File: config.mk
export PLATFORM = sky130hd
export DESIGN_NAME = button_repeat_conditioner_flat
export DESIGN_NICKNAME = d
export VERILOG_FILES = /design/src/rtl/button_repeat_conditioner_if.sv /design/src/rtl/button_repeat_conditioner.sv /design/src/flat_wrapper.sv
export SDC_FILE = /design/constraint.sdc
export NUM_CORES = 1
export LEC_CHECK = 0
export CORE_UTILIZATION = 50
export DETAILED_ROUTE_END_ITERATION = 8
export DONT_BUFFER_PORTS = 1
export SYNTH_ARGS = -nofsm -noshare
export SYNTH_HDL_FRONTEND = slang
export SYNTH_SLANG_ARGS = --single-unit
File: constraint.sdc
create_clock -name video_clk -period 2.95 [get_ports video_clk]
set_clock_uncertainty 0.1 [all_clocks]
set_input_delay 0.59 -clock video_clk [delete_from_list [all_inputs] [get_ports video_clk]]
set_output_delay 0.59 -clock video_clk [all_outputs]
set_load 0.02 [all_outputs]
File: src/rtl/button_repeat_conditioner_if.sv
// Button bus shared by the input pins, the conditioner and the VGA clock core.
// The conditioner takes the slave side; whoever drives the raw pins takes the master side.
interface button_repeat_conditioner_if #(
  parameter int N_BTN = 5
);
  logic [N_BTN-1:0] btn_raw;
  logic [N_BTN-1:0] btn_level;
  logic [N_BTN-1:0] btn_pulse;
  logic             tick_out;

  modport master (
    output btn_raw,
    input  btn_level,
    input  btn_pulse,
    input  tick_out
  );

  modport slave (
    input  btn_raw,
    output btn_level,
    output btn_pulse,
    output tick_out
  );
endinterface

File: src/rtl/button_repeat_conditioner.sv
// Synchronises, debounces and hold-to-repeats the clock setting buttons so the
// core sees one increment per press, or a paced increment stream while held.
module button_repeat_conditioner #(
  parameter int               N_BTN               = 5,
  parameter int               TICK_DIV            = 25175,
  parameter int               DEBOUNCE_TICKS      = 20,
  parameter int               REPEAT_DELAY_TICKS  = 500,
  parameter int               REPEAT_PERIOD_TICKS = 100,
  parameter logic [N_BTN-1:0] REPEAT_MASK         = 5'b00111
) (
  input logic                        video_clk,
  input logic                        reset_n,
  button_repeat_conditioner_if.slave bus
);

  localparam int PW   = (TICK_DIV > 1) ? $clog2(TICK_DIV) : 1;
  localparam int DW   = $clog2(DEBOUNCE_TICKS + 1);
  localparam int RMAX = (REPEAT_DELAY_TICKS > REPEAT_PERIOD_TICKS) ?
                        REPEAT_DELAY_TICKS : REPEAT_PERIOD_TICKS;
  localparam int RW   = $clog2(RMAX + 1);

  localparam logic [PW-1:0] PRESC_LAST = PW'(TICK_DIV - 1);
  localparam logic [DW-1:0] DB_LAST    = DW'(DEBOUNCE_TICKS - 1);
  localparam logic [RW-1:0] RD_LAST    = RW'(REPEAT_DELAY_TICKS - 1);
  localparam logic [RW-1:0] RP_LAST    = RW'(REPEAT_PERIOD_TICKS - 1);

  localparam logic [1:0] S_IDLE   = 2'd0;
  localparam logic [1:0] S_DELAY  = 2'd1;
  localparam logic [1:0] S_REPEAT = 2'd2;

  logic [N_BTN-1:0] r_sync1;
  logic [N_BTN-1:0] r_sync2;
  logic [PW-1:0]    r_presc;
  logic             w_tick;
  logic [N_BTN-1:0] w_level;
  logic [N_BTN-1:0] w_pulse;

  always_ff @(posedge video_clk or negedge reset_n) begin
    if (!reset_n) begin
      r_sync1 <= '0;
      r_sync2 <= '0;
    end else begin
      r_sync1 <= bus.btn_raw;
      r_sync2 <= r_sync1;
    end
  end

  assign w_tick = (r_presc == PRESC_LAST);

  always_ff @(posedge video_clk or negedge reset_n) begin
    if (!reset_n) begin
      r_presc <= '0;
    end else if (w_tick) begin
      r_presc <= '0;
    end else begin
      r_presc <= r_presc + 1'b1;
    end
  end

  for (genvar g = 0; g < N_BTN; g++) begin : g_ch
    logic [DW-1:0] r_dbCnt;
    logic          r_level;
    logic [1:0]    r_state;
    logic [RW-1:0] r_rcnt;
    logic          r_pulse;
    logic          w_disagree;
    logic          w_accept;
    logic          w_rise;
    logic          w_fall;

    assign w_disagree = (r_sync2[g] != r_level);
    assign w_accept   = w_disagree && w_tick && (r_dbCnt == DB_LAST);
    assign w_rise     = w_accept && r_sync2[g];
    assign w_fall     = w_accept && !r_sync2[g];

    always_ff @(posedge video_clk or negedge reset_n) begin
      if (!reset_n) begin
        r_dbCnt <= '0;
        r_level <= 1'b0;
      end else if (!w_disagree) begin
        r_dbCnt <= '0;
      end else if (w_tick) begin
        if (r_dbCnt == DB_LAST) begin
          r_level <= r_sync2[g];
          r_dbCnt <= '0;
        end else begin
          r_dbCnt <= r_dbCnt + 1'b1;
        end
      end
    end

    // The FSM reacts to the same edge that updates r_level, so the press
    // pulse lines up with the first high level and a release beats a repeat.
    always_ff @(posedge video_clk or negedge reset_n) begin
      if (!reset_n) begin
        r_state <= S_IDLE;
        r_rcnt  <= '0;
        r_pulse <= 1'b0;
      end else begin
        r_pulse <= 1'b0;
        if (w_fall) begin
          r_state <= S_IDLE;
          r_rcnt  <= '0;
        end else begin
          case (r_state)
            S_IDLE: begin
              if (w_rise) begin
                r_pulse <= 1'b1;
                r_state <= S_DELAY;
                r_rcnt  <= '0;
              end
            end
            S_DELAY: begin
              if (w_tick) begin
                if (r_rcnt == RD_LAST) begin
                  if (REPEAT_MASK[g]) begin
                    r_pulse <= 1'b1;
                    r_state <= S_REPEAT;
                    r_rcnt  <= '0;
                  end
                end else begin
                  r_rcnt <= r_rcnt + 1'b1;
                end
              end
            end
            S_REPEAT: begin
              if (w_tick) begin
                if (r_rcnt == RP_LAST) begin
                  r_pulse <= 1'b1;
                  r_rcnt  <= '0;
                end else begin
                  r_rcnt <= r_rcnt + 1'b1;
                end
              end
            end
            default: begin
              r_state <= S_IDLE;
              r_rcnt  <= '0;
            end
          endcase
        end
      end
    end

    assign w_level[g] = r_level;
    assign w_pulse[g] = r_pulse;
  end

  assign bus.btn_level = w_level;
  assign bus.btn_pulse = w_pulse;
  assign bus.tick_out  = w_tick;

endmodule

File: src/flat_wrapper.sv
// flat-port wrapper written by rule: the top's interface ports become plain ports
module button_repeat_conditioner_flat 
#(
  parameter int               N_BTN               = 5,
  parameter int               TICK_DIV            = 25175,
  parameter int               DEBOUNCE_TICKS      = 20,
  parameter int               REPEAT_DELAY_TICKS  = 500,
  parameter int               REPEAT_PERIOD_TICKS = 100,
  parameter logic [N_BTN-1:0] REPEAT_MASK         = 5'b00111
)
  (video_clk, reset_n, bus_btn_raw, bus_btn_level, bus_btn_pulse, bus_tick_out);
  button_repeat_conditioner_if #(.N_BTN(N_BTN)) bus_i ();
  input logic video_clk;
  input logic reset_n;
  input wire logic [$bits(bus_i.btn_raw)-1:0] bus_btn_raw;
  output wire logic [$bits(bus_i.btn_level)-1:0] bus_btn_level;
  output wire logic [$bits(bus_i.btn_pulse)-1:0] bus_btn_pulse;
  output wire logic [$bits(bus_i.tick_out)-1:0] bus_tick_out;
  assign bus_i.btn_raw = bus_btn_raw;
  assign bus_btn_level = bus_i.btn_level;
  assign bus_btn_pulse = bus_i.btn_pulse;
  assign bus_tick_out = bus_i.tick_out;
  button_repeat_conditioner #(.N_BTN(N_BTN), .TICK_DIV(TICK_DIV), .DEBOUNCE_TICKS(DEBOUNCE_TICKS), .REPEAT_DELAY_TICKS(REPEAT_DELAY_TICKS), .REPEAT_PERIOD_TICKS(REPEAT_PERIOD_TICKS), .REPEAT_MASK(REPEAT_MASK)) u_core (.video_clk(video_clk), .reset_n(reset_n), .bus(bus_i));
endmodule
# Word-level counts from Yosys, hierarchy flattened
# Index checks and enable logic that the tools add are counted.
[totals]
word_cells = 250
inputBits = 7
output_inout_bits = 11
reg_bits = 115
[op_classes]
n_mux = 103
add_sub_neg = 11
eq_ne = 61
n_reduce_logical = 47
[ops]
columns = ["operator", "count"]
rows = [
  ["2-to-1 mux 9 bit", 30],
  ["one-hot mux 9 bit (3 select lines)", 5],
  ["2-to-1 mux 5 bit", 15],
  ["!= test 3 x 1 -> 1 bit (second input constant)", 18],
  ["adder 9 x 1 -> 9 bit (second input constant)", 5],
  ["equality test 9 x 7 -> 1 bit (second input constant)", 5],
  ["equality test 9 bit (second input constant)", 5],
  ["2-to-1 mux 2 bit", 16],
  ["2-to-1 mux 1 bit", 26],
  ["adder 5 x 1 -> 5 bit (second input constant)", 5],
  ["equality test 5 bit (second input constant)", 5],
  ["AND reduction 3 bit", 8],
  ["logical AND 1 bit", 20],
  ["!= test 2 x 1 -> 1 bit (second input constant)", 10],
  ["AND reduction 4 bit", 5],
  ["one-hot mux 2 bit (3 select lines)", 3],
  ["adder 15 x 1 -> 15 bit (second input constant)", 1],
  ["equality test 15 bit (second input constant)", 1],
  ["2-to-1 mux 15 bit", 1],
  ["equality test 2 x 1 -> 1 bit (second input constant)", 5],
  ["equality test 2 bit (second input constant)", 5],
  ["logical NOT 2 bit", 5],
  ["one-hot mux 1 bit (3 select lines)", 3],
  ["one-hot mux 2 bit (2 select lines)", 2],
  ["6 further kinds", 18],
]

# Longest topological paths before layout
[depth]
depth_word = 7
mapped_depth = 10
depth_no_buf = 9

# Worst setup path after synthesis
# OpenSTA, ideal clock, no wires.
[synth_timing]
kind = "register -> output"
start = "register u_core.r_presc[0]"
end = "output port bus_tick_out"
setup_slack_ps = 230
required_ps = 2260
n_path_buf = 3
arrival_time_ps = 2030
path_stages_with_launch = 9
cell_sequence = "dfrtp_1 > inv_1 > ha_1 > nor4bb_1 > nand4_1 > inv_1 > buf_2 > buf_1 > buf_1"
[synth_between]
elab_chain_len = 1
[synth_lines]
columns = ["element", "line", "text"]
rows = [
  ["start, declared", "button_repeat_conditioner.sv:33", "logic [PW-1:0] r_presc;"],
  ["start signal, assigned", "button_repeat_conditioner.sv:56", "r_presc <= r_presc + 1'b1;"],
  ["equality test 15 bit", "button_repeat_conditioner.sv:48", "assign w_tick = (r_presc == PRESC_LAST);"],
  ["end, declared", "flat_wrapper.sv:18", "output wire logic [$bits(bus_i.tick_out)-1:0] bus_tick_out;"],
]
# No other way between the ends.

# Final worst setup path
[layout_timing]
start = "register u_core.r_presc[0]"
end = "register u_core.g_ch[2].r_rcnt[0]"
[layout_between]
elab_chain_len = 6
word_cells_on_any_way = 10
classes_between = "eq/ne: 4; mux: 1; reduce/logical: 5"
[layout_lines]
columns = ["element", "line", "text"]
rows = [
  ["equality test 15 bit (*)", "button_repeat_conditioner.sv:48", ""],
  ["logical AND 1 bit (2 in a row)", "button_repeat_conditioner.sv:72", "assign w_accept = w_disagree && w_tick && (r_dbCnt == DB_LAST);"],
  ["logical AND 1 bit (on tied branches)", "button_repeat_conditioner.sv:74, button_repeat_conditioner.sv:73", ""],
  ["!= test 3 x 1 -> 1 bit (no source line)", "n/a", ""],
  ["AND reduction 3 bit (no source line)", "n/a", ""],
  ["end signal, assigned", "button_repeat_conditioner.sv:122", "r_rcnt <= r_rcnt + 1'b1;"],
  ["end signal, assigned", "button_repeat_conditioner.sv:132", "r_rcnt <= r_rcnt + 1'b1;"],
  ["end, declared", "button_repeat_conditioner.sv:64", "logic [RW-1:0] r_rcnt;"],
]
# Mark *: on every way between the ends. The rest lies on a longest branch, timed or not.
# A chain may end at the register's enable or synchronous reset.

==> metrics.txt <==
most frequent cells after synthesis 95 x sky130_fd_sc_hd__dfrtp_1, 44 x sky130_fd_sc_hd__nor2_1, 36 x sky130_fd_sc_hd__o21ai_0; endpoint required time on the critical path 3160 ps; synth top area cells sky130_fd_sc_hd__dfrtp_1 46%, sky130_fd_sc_hd__ha_1 6.1%, sky130_fd_sc_hd__o21ai_0 3.5%, sky130_fd_sc_hd__nor2_1 3.2%, sky130_fd_sc_hd__a21oi_1 2.7%; global-route wire length before repair 16.1 mm; total detailed-routing wirelength 9.39 mm; layout filler cell count 849; detail-routed via count per cell 5.66; number of global-route vias before repair 3,564; top-area cell type share of the netlist area 0.463; Max clock buf depth 2; CTS sink cnt 95; hold buffer count at cts 1; number of rows created at floorplan 36; Root Buffer Master sky130_fd_sc_hd__clkbuf_8; Clk pin slew, worst setup/hold paths 90 ps; initial core utilization 0.520; sum of negative setup slack 0 ps; core area 9860 µm²; Antenna Cells 0; mean area per synthesized cell 10.0 µm²; cell area after placement 5240 µm²; signal arrival time at the worst endpoint 2900 ps; asr flop ratio synth 1.00; pin count of the biggest net entering global routing 96; final period demand of the worst path 2690 ps; leading cell type by number of instances after synthesis sky130_fd_sc_hd__dfrtp_1; Post-synth EDFFs 0; overall die width 103 µm; Overall Power 2.20 mW; crit path launch type flip-flop; post-route clock period utilization 0.913; post-cts sizing count 0; Setup WS post-layout 256 ps; number of synthesized register bits 95; RSZ-0062 raised after global routing no; total via count in the routed design 3,694; Post-Place Worst Slack 243 ps; global-route congestion overflow total 0; weighted congestion at the end of routability-driven global placement 0.768; Final Util 0.554; maximum VDD drop 0.000286 V; antenna-violating nets left 0; TritonCTS clock tree built; layout overhead on the synthesized area 6.36%; biggest fanout along the worst timing path 13; path category of the worst min-delay check in2async; DP HPWL 6.40 mm; number of top-level design ports 18; Pwr Density 403 nW/µm²; total leakage power 2.41 nW; worst slew pin tran 727 ps; worst hold slack 28.5 ps; final max-slew violation count 0; netlist area before placement 5130 µm²; H-tree depth reported by CTS 3; number of antenna violations at the first check in global routing 0; insertion delay to the later sink of the worst-skew pair 370 ps; post-layout instance count excluding filler cells 653; drt drc 0; number of nets in the synthesized netlist 545; final routed wire length divided by cell count 14.4 µm; post-synthesis cell type count 63; DIE AREA 10,700 µm²; Global Route Usage Sum 0.195; Placed Cells incl. Taps 636; postcts setup bufs 0; number of maximum-capacitance violations 0; Final setup viols 0; Layout Cell Area excl Fill 5460 µm²; Port-buffer cells 0; Iteration-0 DRC Markers 166; startpoint-to-endpoint class of the critical path reg2reg; Layout Nets 547; number of warnings printed during yosys synthesis 0; status complete, no violations; number of cells produced by synthesis 513; Inserted Clock Buffers 9; height of the die 103 µm; sequential area share after synthesis 0.463; nature of the critical path endpoint flip-flop; ratio of cells with drive above 1 in the final layout 0.0904; most frequently used flop master after synthesis sky130_fd_sc_hd__dfrtp_1; router iterations before antenna repair 4; Highest Clock Rate 371 MHz; post-synthesis cell type with the largest combined area sky130_fd_sc_hd__dfrtp_1; final count of hold timing violations 0; relative slew slack 0.508
cells by family (layout without fill, tap and decap cells):
logic type / after synthesis / after routing / synth area share
fa+ha+maj: 25 / 25 / 0.0609
buf+inv: 41 / 48 / 0.0407
simple gates: 207 / 207 / 0.230
compound gates: 109 / 109 / 0.139
mux: 14 / 14 / 0.0288
xor+xnor: 22 / 22 / 0.0375
flops: 95 / 95 / 0.463
routing by layer:
metal | vias to the layer above | track usage | wire length, µm
li1 | 1838 | - | -
met1 | 1791 | 0.245 | 4440
met2 | 56 | 0.331 | 4500
met3 | 9 | 0.0450 | 327
met4 | 0 | 0.0650 | 122
met5 | - | 0 | 0
layout by cell type (no fill, tap or decap), types with 3 or more instances in the layout:
cell type and instances:
sky130_fd_sc_hd__inv_1 22, sky130_fd_sc_hd__nand4bb_1 3, sky130_fd_sc_hd__mux2i_1 8, sky130_fd_sc_hd__a21oi_1 28, sky130_fd_sc_hd__clkbuf_1 3, sky130_fd_sc_hd__buf_4 9, sky130_fd_sc_hd__nand3_1 20, sky130_fd_sc_hd__a31oi_1 4
sky130_fd_sc_hd__xor2_1 10, sky130_fd_sc_hd__nand3b_1 4, sky130_fd_sc_hd__o31ai_1 5, sky130_fd_sc_hd__o21ai_0 36, sky130_fd_sc_hd__o21a_1 3, sky130_fd_sc_hd__nand2_1 33, sky130_fd_sc_hd__nor3_1 16, sky130_fd_sc_hd__ha_1 25
sky130_fd_sc_hd__nor2_1 44, sky130_fd_sc_hd__xnor2_1 12, sky130_fd_sc_hd__mux2_2 6, sky130_fd_sc_hd__and3_1 13, sky130_fd_sc_hd__nor2b_1 14, sky130_fd_sc_hd__a22o_1 15, sky130_fd_sc_hd__nor4_1 3, sky130_fd_sc_hd__or2_2 3
sky130_fd_sc_hd__clkbuf_8 10, sky130_fd_sc_hd__a21o_1 3, sky130_fd_sc_hd__nand4_1 14, sky130_fd_sc_hd__nor4b_1 4, sky130_fd_sc_hd__dfrtp_1 95, sky130_fd_sc_hd__or3_1 5, sky130_fd_sc_hd__nor3b_1 7, sky130_fd_sc_hd__nand2b_1 6
sequential cells by signal (all words and copies together), names as in the netlist:
| name | count |
|---|---|
| u_core.g_ch.r_state | 8 |
| u_core.g_ch.r_dbCnt | 25 |
| u_core.r_sync2 | 5 |
| u_core.r_presc | 15 |
| u_core.g_ch.r_pulse | 5 |
| u_core.r_sync1 | 5 |
| u_core.g_ch.r_level | 5 |
| u_core.g_ch.r_rcnt | 27 |
where the power goes:
part	switching (mW)	leakage, nW	internal (mW)
registers	0.00574	1.29	1.31
logic	0.0302	1.02	0.00695
clock network	0.433	0.0936	0.415
total	0.469	2.41	1.73
area by class of cell:
cell class	count	area, µm²	area share
flip-flops and latches	95	2380	0.435
repair buffers	10	95.1	0.0174
clock buffers	13	149	0.0273
inverters	22	82.6	0.0151
clock inverters	3	42.5	0.00779
multi-input cells	377	2550	0.467
well taps	133	166	0.0305
final timing paths:
kind                       slack, ps                                     to  cells after the start                   startpoint
max                              260   u_core.g_ch[2].r_rcnt[0]$_DFFE_PN0P_                      9  u_core.r_presc[0]$_DFF_PN0_
min                               30   u_core.g_ch[0].r_rcnt[1]$_DFFE_PN0P_                      1                      reset_n
max reg2reg                      260   u_core.g_ch[2].r_rcnt[0]$_DFFE_PN0P_                      9  u_core.r_presc[0]$_DFF_PN0_
min reg2reg                      260            u_core.r_sync2[3]$_DFF_PN0_                      0  u_core.r_sync1[3]$_DFF_PN0_
max in group asynchronous       2340  u_core.g_ch[3].r_state[0]$_DFFE_PN0P_                      1                      reset_n
min in group video_clk           140            u_core.r_sync1[0]$_DFF_PN0_                      0               bus_btn_raw[0]
worst max-delay path, stage by stage (launching register included):
cell	delay [ps]
sky130_fd_sc_hd__dfrtp_1	420
sky130_fd_sc_hd__inv_1	70
sky130_fd_sc_hd__ha_1	160
sky130_fd_sc_hd__nor4bb_1	270
sky130_fd_sc_hd__nand4_1	180
sky130_fd_sc_hd__buf_4	220
sky130_fd_sc_hd__o31a_1	340
sky130_fd_sc_hd__or2_2	350
sky130_fd_sc_hd__nor2_2	310
sky130_fd_sc_hd__mux2_2	210
Note: power is estimated with default switching activity, not from simulation.
